--- src/rtl/vga_if.sv ---
// vga_if: raster bundle between the timing generator (master) and its
// consumers (slave: pixel source / DAC front end).
//   run     consumer -> generator  1 = produce raster, 0 = hold at (0,0)
//   pix_en  generator -> consumer  pixel tick strobe
//   hcnt/vcnt                      raw raster counters
//   hs/vs/de                       syncs and display enable
//   x/y                            active-area coordinates (0 in blanking)
//   sol/sof                        start of line / start of frame strobes
//   rgb                            {R,G,B} test pattern or 0
interface vga_if #(
  parameter int CW = 11
);
  logic          run;
  logic          pix_en;
  logic [CW-1:0] hcnt;
  logic [CW-1:0] vcnt;
  logic          hs;
  logic          vs;
  logic          de;
  logic [CW-1:0] x;
  logic [CW-1:0] y;
  logic          sol;
  logic          sof;
  logic [23:0]   rgb;

  modport master (
    input  run,
    output pix_en, hcnt, vcnt, hs, vs, de, x, y, sol, sof, rgb
  );

  modport slave (
    output run,
    input  pix_en, hcnt, vcnt, hs, vs, de, x, y, sol, sof, rgb
  );
endinterface

--- src/rtl/vga_timing_gen.sv ---
// vga_timing_gen: parametrised VGA raster timing generator.
// One H/V counter pair plus an optional pixel-tick divider. Every output is
// a flop loaded with the decode of the *next* count, so outputs always agree
// with hcnt/vcnt and nothing is combinational from run.
// Ports:
//   clk  pixel-domain clock
//   rst  asynchronous reset, active-high
//   vif  vga_if.master (run in; pix_en, hcnt, vcnt, hs, vs, de, x, y,
//        sol, sof, rgb out)
// Build option: define VGA_TESTPAT_EN to get the registered test pattern on
// rgb (R=x, G=y, B=255-x in the active area); otherwise rgb is tied to 0.
module vga_timing_gen #(
  parameter int H_ACTIVE = 640,
  parameter int H_FP     = 16,
  parameter int H_SYNC   = 96,
  parameter int H_BP     = 48,
  parameter int V_ACTIVE = 480,
  parameter int V_FP     = 10,
  parameter int V_SYNC   = 2,
  parameter int V_BP     = 33,
  parameter bit HS_POL   = 1'b0,
  parameter bit VS_POL   = 1'b0,
  parameter int CW       = 11,
  parameter int PIX_DIV  = 1
) (
  input logic clk,
  input logic rst,
  vga_if.master vif
);
  localparam int H_TOTAL = H_ACTIVE + H_FP + H_SYNC + H_BP;
  localparam int V_TOTAL = V_ACTIVE + V_FP + V_SYNC + V_BP;
  localparam int DW      = (PIX_DIV > 1) ? $clog2(PIX_DIV) : 1;

  localparam logic [DW-1:0] DIV_LAST = DW'(PIX_DIV - 1);
  localparam logic [CW-1:0] H_LAST   = CW'(H_TOTAL - 1);
  localparam logic [CW-1:0] V_LAST   = CW'(V_TOTAL - 1);

  if (H_TOTAL > (1 << CW) || V_TOTAL > (1 << CW)) begin : g_bad_cw
    $error("vga_timing_gen: CW too small for H_TOTAL/V_TOTAL");
  end
  if (PIX_DIV < 1 || PIX_DIV > 16) begin : g_bad_div
    $error("vga_timing_gen: PIX_DIV must be 1..16");
  end

  logic          run_q;
  logic [DW-1:0] div_q, div_n;
  logic          pe_q, pe_n;
  logic [CW-1:0] h_q, v_q, h_n, v_n;
  logic          de_q, hs_q, vs_q, sol_q, sof_q;
  logic [CW-1:0] x_q, y_q;
  logic          de_n, hs_act, vs_act;
  int            h_i, v_i;

  always_comb begin
    // On the first run cycle (run_q low) the divider stays at 0 so the
    // opening (0,0) tick lasts a full PIX_DIV clocks.
    div_n = '0;
    if (vif.run && run_q && div_q != DIV_LAST) div_n = div_q + 1'b1;
    pe_n = vif.run && (div_n == DIV_LAST);

    h_n = h_q;
    v_n = v_q;
    if (!vif.run) begin
      h_n = '0;
      v_n = '0;
    end else if (pe_q) begin
      if (h_q == H_LAST) begin
        h_n = '0;
        v_n = (v_q == V_LAST) ? '0 : v_q + 1'b1;
      end else begin
        h_n = h_q + 1'b1;
      end
    end

    h_i    = int'(h_n);
    v_i    = int'(v_n);
    de_n   = vif.run && (h_i < H_ACTIVE) && (v_i < V_ACTIVE);
    hs_act = vif.run && (h_i >= H_ACTIVE + H_FP) && (h_i < H_ACTIVE + H_FP + H_SYNC);
    vs_act = vif.run && (v_i >= V_ACTIVE + V_FP) && (v_i < V_ACTIVE + V_FP + V_SYNC);
  end

  always_ff @(posedge clk or posedge rst) begin
    if (rst) begin
      run_q <= 1'b0;
      div_q <= '0;
      pe_q  <= 1'b0;
      h_q   <= '0;
      v_q   <= '0;
      de_q  <= 1'b0;
      hs_q  <= ~HS_POL;
      vs_q  <= ~VS_POL;
      sol_q <= 1'b0;
      sof_q <= 1'b0;
      x_q   <= '0;
      y_q   <= '0;
    end else begin
      run_q <= vif.run;
      div_q <= div_n;
      pe_q  <= pe_n;
      h_q   <= h_n;
      v_q   <= v_n;
      de_q  <= de_n;
      hs_q  <= hs_act ? HS_POL : ~HS_POL;
      vs_q  <= vs_act ? VS_POL : ~VS_POL;
      sol_q <= vif.run && (h_n == '0);
      sof_q <= vif.run && (h_n == '0) && (v_n == '0);
      x_q   <= de_n ? h_n : '0;
      y_q   <= de_n ? v_n : '0;
    end
  end

  assign vif.pix_en = pe_q;
  assign vif.hcnt   = h_q;
  assign vif.vcnt   = v_q;
  assign vif.de     = de_q;
  assign vif.hs     = hs_q;
  assign vif.vs     = vs_q;
  assign vif.sol    = sol_q;
  assign vif.sof    = sof_q;
  assign vif.x      = x_q;
  assign vif.y      = y_q;

`ifdef VGA_TESTPAT_EN
  logic [7:0]  xr, yr;
  logic [23:0] rgb_q;

  assign xr = 8'(h_n);
  assign yr = 8'(v_n);

  always_ff @(posedge clk or posedge rst) begin
    if (rst) rgb_q <= '0;
    else     rgb_q <= de_n ? {xr, yr, 8'd255 - xr} : 24'h0;
  end

  assign vif.rgb = rgb_q;
`else
  assign vif.rgb = 24'h0;
`endif
endmodule
--- src/flat_wrapper.sv ---
// flat-port wrapper written by rule: the top's interface ports become plain ports
module vga_timing_gen_flat 
#(
  parameter int H_ACTIVE = 640,
  parameter int H_FP     = 16,
  parameter int H_SYNC   = 96,
  parameter int H_BP     = 48,
  parameter int V_ACTIVE = 480,
  parameter int V_FP     = 10,
  parameter int V_SYNC   = 2,
  parameter int V_BP     = 33,
  parameter bit HS_POL   = 1'b0,
  parameter bit VS_POL   = 1'b0,
  parameter int CW       = 11,
  parameter int PIX_DIV  = 1
)
  (clk, rst, vif_run, vif_pix_en, vif_hcnt, vif_vcnt, vif_hs, vif_vs, vif_de, vif_x, vif_y, vif_sol, vif_sof, vif_rgb);
  vga_if #(.CW(CW)) vif_i ();
  input logic clk;
  input logic rst;
  input wire logic [$bits(vif_i.run)-1:0] vif_run;
  output wire logic [$bits(vif_i.pix_en)-1:0] vif_pix_en;
  output wire logic [$bits(vif_i.hcnt)-1:0] vif_hcnt;
  output wire logic [$bits(vif_i.vcnt)-1:0] vif_vcnt;
  output wire logic [$bits(vif_i.hs)-1:0] vif_hs;
  output wire logic [$bits(vif_i.vs)-1:0] vif_vs;
  output wire logic [$bits(vif_i.de)-1:0] vif_de;
  output wire logic [$bits(vif_i.x)-1:0] vif_x;
  output wire logic [$bits(vif_i.y)-1:0] vif_y;
  output wire logic [$bits(vif_i.sol)-1:0] vif_sol;
  output wire logic [$bits(vif_i.sof)-1:0] vif_sof;
  output wire logic [$bits(vif_i.rgb)-1:0] vif_rgb;
  assign vif_i.run = vif_run;
  assign vif_pix_en = vif_i.pix_en;
  assign vif_hcnt = vif_i.hcnt;
  assign vif_vcnt = vif_i.vcnt;
  assign vif_hs = vif_i.hs;
  assign vif_vs = vif_i.vs;
  assign vif_de = vif_i.de;
  assign vif_x = vif_i.x;
  assign vif_y = vif_i.y;
  assign vif_sol = vif_i.sol;
  assign vif_sof = vif_i.sof;
  assign vif_rgb = vif_i.rgb;
  vga_timing_gen #(.H_ACTIVE(H_ACTIVE), .H_FP(H_FP), .H_SYNC(H_SYNC), .H_BP(H_BP), .V_ACTIVE(V_ACTIVE), .V_FP(V_FP), .V_SYNC(V_SYNC), .V_BP(V_BP), .HS_POL(HS_POL), .VS_POL(VS_POL), .CW(CW), .PIX_DIV(PIX_DIV)) u_core (.clk(clk), .rst(rst), .vif(vif_i));
endmodule
--- config.mk ---
export PLATFORM = sky130hd
export DESIGN_NAME = vga_timing_gen_flat
export DESIGN_NICKNAME = d
export VERILOG_FILES = /design/src/rtl/vga_if.sv /design/src/rtl/vga_timing_gen.sv /design/src/flat_wrapper.sv
export SDC_FILE = /design/constraint.sdc
export NUM_CORES = 1
export LEC_CHECK = 0
export CAP_MARGIN = 20
export CORE_MARGIN = 4
export CORE_UTILIZATION = 45
export CTS_CLUSTER_DIAMETER = 60
export DETAILED_ROUTE_END_ITERATION = 12
export PLACE_DENSITY_LB_ADDON = 0.25
export SYNTH_ARGS = -nofsm -noshare
export SYNTH_HDL_FRONTEND = slang
export SYNTH_SLANG_ARGS = --single-unit
--- constraint.sdc ---
create_clock -name clk -period 2.7 [get_ports clk]
set_input_delay 0.54 -clock clk [delete_from_list [all_inputs] [get_ports clk]]
set_output_delay 0.54 -clock clk [all_outputs]
set_load 0.05 [all_outputs]
**Word level (Yosys, flattened, before mapping)**

Cells that the tools add are included.

- $add $sub $neg: 3
- Order comparisons: 6
- Eq/ne operators: 2
- Multiplexer cells: 12
- Bitwise logic cells: 1
- Reductions and logical operators: 13

Operators with widths:

| kind | number |
|---|---|
| $mux 11 | 9 |
| $add 11x1->11 const B | 2 |
| $eq 11x10->1 const B | 2 |
| $logic_not 11->1 | 2 |
| $lt 11x10->1 const B | 2 |
| $lt 11x9->1 const B | 2 |
| $ge 11x10->1 const B | 1 |
| $ge 11x9->1 const B | 1 |
| $logic_and 1x1->1 | 11 |
| $mux 1 | 3 |
| $add 1x1->1 const B | 1 |
| $not 1->1 | 1 |

- Bits in registers: 52
- Output and inout port bits: 74

**Longest topological paths before layout**

- Depth after elaboration: 9
- Depth in mapped cells: 10
- Gate-level depth less buffers: 8

**Least setup slack after synthesis**

Ideal clock, no wire load.

- Path type: register -> register
- From: register u_core.h_q[0] (netlist: u_core.vif.hcnt[0])
- To: register u_core.y_q[6] (netlist: u_core.vif.y[6])
- Library setup time: 0.137 ns
- Data arrival time: 2.640 ns
- Data required time: 2.563 ns
- Slack: -0.077 ns
- Stages on the path, launching flop included: 10
- Buffers on the path: 2
- Period minus slack after synthesis: 2.777 ns
- Cell sequence: dfrtp_1 ha_1 and4_4 buf_6 nand4_2 or3_1 xor2_1 nor4_2 buf_2 nor4_1

- Cells in the longest elaborated chain, start to end: 8

Ends and longest elaborated chain:

| item | RTL line | text |
|---|---|---|
| from (decl) | vga_timing_gen.sv:48 | `logic [CW-1:0] h_q, v_q, h_n, v_n;` |
| from (signal assigned) | vga_timing_gen.sv:100 | `h_q <= h_n;` |
| $add 11x1->11 / $eq 11x10->1 (equally long branches) | vga_timing_gen.sv:71, vga_timing_gen.sv:67 |  |
| $mux 11 | vga_timing_gen.sv:67 | `if (h_q == H_LAST) begin` |
| $mux 11 | vga_timing_gen.sv:66 | `end else if (pe_q) begin` |
| $mux 11 | vga_timing_gen.sv:63 | `if (!vif.run) begin` |
| $lt 11x10->1 | vga_timing_gen.sv:77 | `de_n = vif.run && (h_i < H_ACTIVE) && (v_i < V_ACTIVE);` |
| $logic_and 1x1->1 (2 in series) | vga_timing_gen.sv:77 |  |
| $mux 11 (*) | vga_timing_gen.sv:108 | `y_q <= de_n ? v_n : '0;` |
| to (signal assigned) | vga_timing_gen.sv:108 |  |
| to (decl) | vga_timing_gen.sv:50 | `logic [CW-1:0] x_q, y_q;` |

Every way passes the cells marked *; elsewhere a longest branch is shown, timed or not.

**Final worst setup path**

- From: register u_core.h_q[0] (netlist: u_core.vif.hcnt[0])
- To: register u_core.sof_q (netlist: u_core.vif.sof)

- Cells in the longest elaborated chain, start to end: 7

Ends and longest elaborated chain:

| item | RTL line | text |
|---|---|---|
| $add 11x1->11 / $eq 11x10->1 (equally long branches) | vga_timing_gen.sv:71, vga_timing_gen.sv:67 |  |
| $mux 11 | vga_timing_gen.sv:67 |  |
| $mux 11 | vga_timing_gen.sv:66 |  |
| $mux 11 | vga_timing_gen.sv:63 |  |
| $logic_not 11->1 | vga_timing_gen.sv:106 | `sof_q <= vif.run && (h_n == '0) && (v_n == '0);` |
| $logic_and 1x1->1 | vga_timing_gen.sv:106 |  |
| $logic_and 1x1->1 (*) | vga_timing_gen.sv:106 |  |
| to (signal assigned) | vga_timing_gen.sv:106 |  |
| to (decl) | vga_timing_gen.sv:49 | `logic de_q, hs_q, vs_q, sol_q, sof_q;` |

Marked as above.

==> run_summary.xml <==
<?xml version="1.0" encoding="UTF-8"?>
<metrics>
  <group name="finish">
    <metric name="final.fill_count" unit="">506</metric>
    <metric name="regArea" unit="um^2">1256</metric>
    <metric name="layout.core_utilization" unit="%">59.35</metric>
    <metric name="layout-drive-gt1-share" unit="%">10.84</metric>
    <metric name="numnets_final" unit="">337</metric>
    <metric name="multi_input_gate_area" unit="um^2">1174</metric>
    <metric name="area.growth.synth_to_final" unit="%">24.94</metric>
    <metric name="fin_cells" unit="">404</metric>
    <metric name="n_antenna_cell" unit="">0</metric>
  </group>
  <group name="place">
    <metric name="place.detailed.hpwl" unit="um">4653</metric>
    <metric name="port_buffers" unit="">52</metric>
    <metric name="place_inst" unit="">396</metric>
    <metric name="dp_worst_setup_slack" unit="ps">116.5</metric>
    <metric name="place_congestion" unit="">0.9018</metric>
  </group>
  <group name="die">
    <metric name="core" unit="um^2">5608</metric>
    <metric name="ioPinCount" unit="">77</metric>
    <metric name="die-area" unit="um^2">7215</metric>
    <metric name="initial_core_util" unit="%">47.50</metric>
    <metric name="die_height" unit="um">84.94</metric>
    <metric name="die_w" unit="um">84.94</metric>
    <metric name="std_cell_rows" unit="">27</metric>
  </group>
  <group name="synth">
    <metric name="post_synth.cell_area_avg" unit="um^2">9.687</metric>
    <metric name="async_flop_share" unit="%">100.0</metric>
    <metric name="synth.cell_area" unit="um^2">2664</metric>
    <metric name="yosys_register_bits" unit="">50</metric>
    <metric name="synth.yosys.warnings" unit="">0</metric>
    <metric name="yosys-top-cells-count" unit="">sky130_fd_sc_hd__dfrtp_1 (48), sky130_fd_sc_hd__nand2_1 (29), sky130_fd_sc_hd__buf_4 (25)</metric>
    <metric name="yosys.cell_count.top_type" unit="">sky130_fd_sc_hd__dfrtp_1</metric>
    <metric name="synth.largest_area_cell" unit="">sky130_fd_sc_hd__dfrtp_1</metric>
    <metric name="post_synthesis_sequential_area_ratio" unit="%">47.06</metric>
    <metric name="synthTopCellsByArea" unit="">sky130_fd_sc_hd__dfrtp_1 (45%), sky130_fd_sc_hd__buf_4 (7.0%), sky130_fd_sc_hd__nand2_1 (4.1%), sky130_fd_sc_hd__nor3_1 (3.8%), sky130_fd_sc_hd__xor2_1 (3.6%)</metric>
    <metric name="synth_enable_flop_cells" unit="">0</metric>
    <metric name="postSynthCellCount" unit="">275</metric>
    <metric name="yosys_most_used_dff" unit="">sky130_fd_sc_hd__dfrtp_1</metric>
    <metric name="netlist.area_leader.share" unit="%">45.09</metric>
    <metric name="synth_cell_type_count" unit="">46</metric>
  </group>
  <group name="critical_path">
    <metric name="critPathMaxFanout" unit="">8</metric>
    <metric name="critical_path_class" unit="">reg2reg</metric>
    <metric name="worst-endpoint-required" unit="ps">2930</metric>
    <metric name="critPathLaunchType" unit="">flip-flop</metric>
    <metric name="end_kind" unit="">flip-flop</metric>
    <metric name="worst_ep_arrival_time" unit="ps">2760</metric>
  </group>
  <group name="drt">
    <metric name="drt.antenna.violating_nets" unit="">0</metric>
    <metric name="via_count" unit="">2127</metric>
    <metric name="drcViolationCount" unit="">0</metric>
    <metric name="wire_per_inst" unit="um">15.49</metric>
    <metric name="routed_via_density" unit="">5.265</metric>
    <metric name="dr.pass1.iters" unit="">5</metric>
    <metric name="drt_iter0_drc" unit="">127</metric>
    <metric name="route.final.wire_length" unit="um">6256</metric>
  </group>
  <group name="sta">
    <metric name="hold-worst-slack" unit="ps">584.1</metric>
    <metric name="final_max_slew_viol_count" unit="">0</metric>
    <metric name="worst-slew-pin-transition" unit="ps">529.5</metric>
    <metric name="worst_clock_skew" unit="ps">5.501</metric>
    <metric name="post-route-period-util" unit="%">93.83</metric>
    <metric name="finalSetupViolCount" unit="">0</metric>
    <metric name="finalCriticalPeriod" unit="ps">2534</metric>
    <metric name="slew_headroom" unit="%">64.65</metric>
    <metric name="grt_setup_unrepaired" unit="">no</metric>
    <metric name="hold_viol" unit="">0</metric>
    <metric name="totalNegativeSetupSlack" unit="ps">0</metric>
    <metric name="setup_slack" unit="ps">166.5</metric>
    <metric name="fmax" unit="GHz">0.3947</metric>
  </group>
  <group name="global_route">
    <metric name="use_met3" unit="%">4.175</metric>
    <metric name="track_usage" unit="%">18.09</metric>
    <metric name="grtUsageMet1" unit="%">22.28</metric>
    <metric name="grt_first_pass_wirelength" unit="um">10430</metric>
    <metric name="antenna_violations_before_repair" unit="">0</metric>
    <metric name="grt_use_met2" unit="%">30.72</metric>
    <metric name="grt_busiest_layer" unit="">met2</metric>
    <metric name="gr-total-overflow" unit="">0</metric>
    <metric name="vias_in_the_first_global_route" unit="">2194</metric>
    <metric name="pin_count_of_the_biggest_net_entering_global_routing" unit="">29</metric>
  </group>
  <group name="clocking">
    <metric name="insertion_delay" unit="ps">310</metric>
    <metric name="cts_num_sinks" unit="">50</metric>
    <metric name="clock-root-buffer" unit="">sky130_fd_sc_hd__clkbuf_8</metric>
    <metric name="cts_hold_buf" unit="">0</metric>
    <metric name="cts.reportedPaths.clkPinSlew" unit="ps">100</metric>
    <metric name="cts.repair_timing.setup_buffer_count" unit="">0</metric>
    <metric name="cts_buffers" unit="">5</metric>
    <metric name="tritoncts" unit="">built</metric>
    <metric name="htree_levels" unit="">2</metric>
    <metric name="clk_path_buf_depth" unit="">2</metric>
  </group>
  <group name="pwr">
    <metric name="total_switching_power" unit="uW">437.3</metric>
    <metric name="intPower" unit="mW">1.086</metric>
    <metric name="standby_leakage_power" unit="nW">1.444</metric>
    <metric name="power.combinational.fraction" unit="%">13.4</metric>
    <metric name="power_per_cell_area" unit="nW/um^2">457.8</metric>
    <metric name="worst_ir_drop_vdd" unit="mV">0.3514</metric>
    <metric name="pwr-share-clk" unit="%">36.0</metric>
    <metric name="power.sequential.fraction" unit="%">50.6</metric>
    <metric name="sw_share" unit="%">28.70</metric>
  </group>
  <group name="run_status">
    <metric name="run_status" unit="">completed</metric>
  </group>
  <group name="flow_run">
    <metric name="drv.max_cap_violation_count" unit="">0</metric>
  </group>
  <group name="worst_hold_path">
    <metric name="holdCritPathClass" unit="">in2async</metric>
  </group>
</metrics>
==> worst max-delay path, stage by stage, from the launching register on <==
cell and delay (ps):
sky130_fd_sc_hd__dfrtp_2 460, sky130_fd_sc_hd__ha_1 250, sky130_fd_sc_hd__and4_4 190, sky130_fd_sc_hd__a2111o_1 450
sky130_fd_sc_hd__a2111oi_4 320, sky130_fd_sc_hd__o221ai_2 180, sky130_fd_sc_hd__a2111oi_4 340, sky130_fd_sc_hd__nor4b_2 240
==> metrics by stage <==
step	cell area (um^2)	power, mW
3_3_place_gp	3212	0.9870
2_1_floorplan	2764	0.9706
6_report	3328	1.524
4_1_cts	3328	1.541
5_1_grt	3328	1.590
3_5_place_dp	3212	0.9898
==> timing repair <==
item                                    in CTS  in global routing
endpoints found under the hold margin        0                  0
resized for setup                            0                  0
endpoints found under the setup margin       0                  1
==> cell families after synthesis <==
kind of cell	share of synthesized area [%]
AND/OR/NAND/NOR	24.33
multiplexers	0.3758
AO/OA/AOI/OAI	8.548
XOR/XNOR	5.589
adder cells (fa/ha/maj)	1.409
flip-flops	47.06
other	0.1408
buffers and inverters	12.54
==> layout make-up <==
cell class,count,area share (%)
sequential,50,37.74
clock inverter,3,1.429
multi-input combinational,198,35.26
inverter,9,1.015
tap,72,2.707
clock buffer,5,2.068
timing repair buffer,67,19.77
==> sequential cells by signal, summed over array words and instances (netlist names) <==
| signal | count |
|---|---|
| u_core.vif.de | 1 |
| u_core.vif.hcnt | 11 |
| u_core.vif.hs | 1 |
| u_core.vif.pix_en | 1 |
| u_core.vif.sof | 1 |
| u_core.vif.sol | 1 |
| u_core.vif.vcnt | 11 |
| u_core.vif.vs | 1 |
| u_core.vif.x | 11 |
| u_core.vif.y | 11 |
==> placed cells by master (no fill, tap or decap), types with 3 or more instances in the layout <==
master                            synthesis  layout
sky130_fd_sc_hd__xnor2_1                  6       6
sky130_fd_sc_hd__a21oi_1                  6       6
sky130_fd_sc_hd__clkdlybuf4s50_1          0      52
sky130_fd_sc_hd__ha_1                     3       3
sky130_fd_sc_hd__or3_1                    5       5
sky130_fd_sc_hd__inv_1                    9       8
sky130_fd_sc_hd__nor3_1                  20      20
sky130_fd_sc_hd__and3_1                   4       4
sky130_fd_sc_hd__nor4_1                   8       8
sky130_fd_sc_hd__clkbuf_8                 0       5
sky130_fd_sc_hd__o21ai_0                  5       5
sky130_fd_sc_hd__xor2_1                  11      11
sky130_fd_sc_hd__dfrtp_1                 48      46
sky130_fd_sc_hd__nor3b_1                  4       4
sky130_fd_sc_hd__nand2_1                 29      29
sky130_fd_sc_hd__nand3_1                 13      13
sky130_fd_sc_hd__conb_1                   1      27
sky130_fd_sc_hd__nor2_1                  21      21
sky130_fd_sc_hd__nand4_1                  5       5
sky130_fd_sc_hd__buf_4                   25      13
==> final timing paths <==
check	from	end	slack [ps]	cells past startpoint
setup / recovery	u_core.vif.hcnt[0]$_DFF_PP0_	u_core.vif.sof$_DFF_PP0_	170	7
hold / removal	rst	u_core.vif.x[8]$_DFF_PP0_	580	2
setup reg to reg	u_core.vif.hcnt[0]$_DFF_PP0_	u_core.vif.sof$_DFF_PP0_	170	7
hold reg to reg	u_core.vif.vcnt[9]$_DFF_PP0_	u_core.vif.vcnt[9]$_DFF_PP0_	640	2
max in group asynchronous	rst	u_core.vif.vs$_DFF_PP1_	1510	3
min in group clk	u_core.vif.vcnt[9]$_DFF_PP0_	u_core.vif.vcnt[9]$_DFF_PP0_	640	2
==> per-layer routing <==
layer  wire length, um  part of all wire [%]  up-vias
li1                  -                     -     1005
met1              2594                    41     1036
met2              3199                    51       74
met3               333                   5.3       12
met4               128                   2.0        0
met5                 0                     0        -
==> power groups by stage <==
stage               registers, mW  clock network [mW]  logic (mW)
floorplan                   0.823                   0       0.148
global placement            0.784                   0       0.203
detailed placement          0.785                   0       0.205
CTS                         0.770               0.566       0.205
global route                0.772               0.603       0.216
finish                      0.771               0.549       0.204
Power figures use the tool's default switching activity.
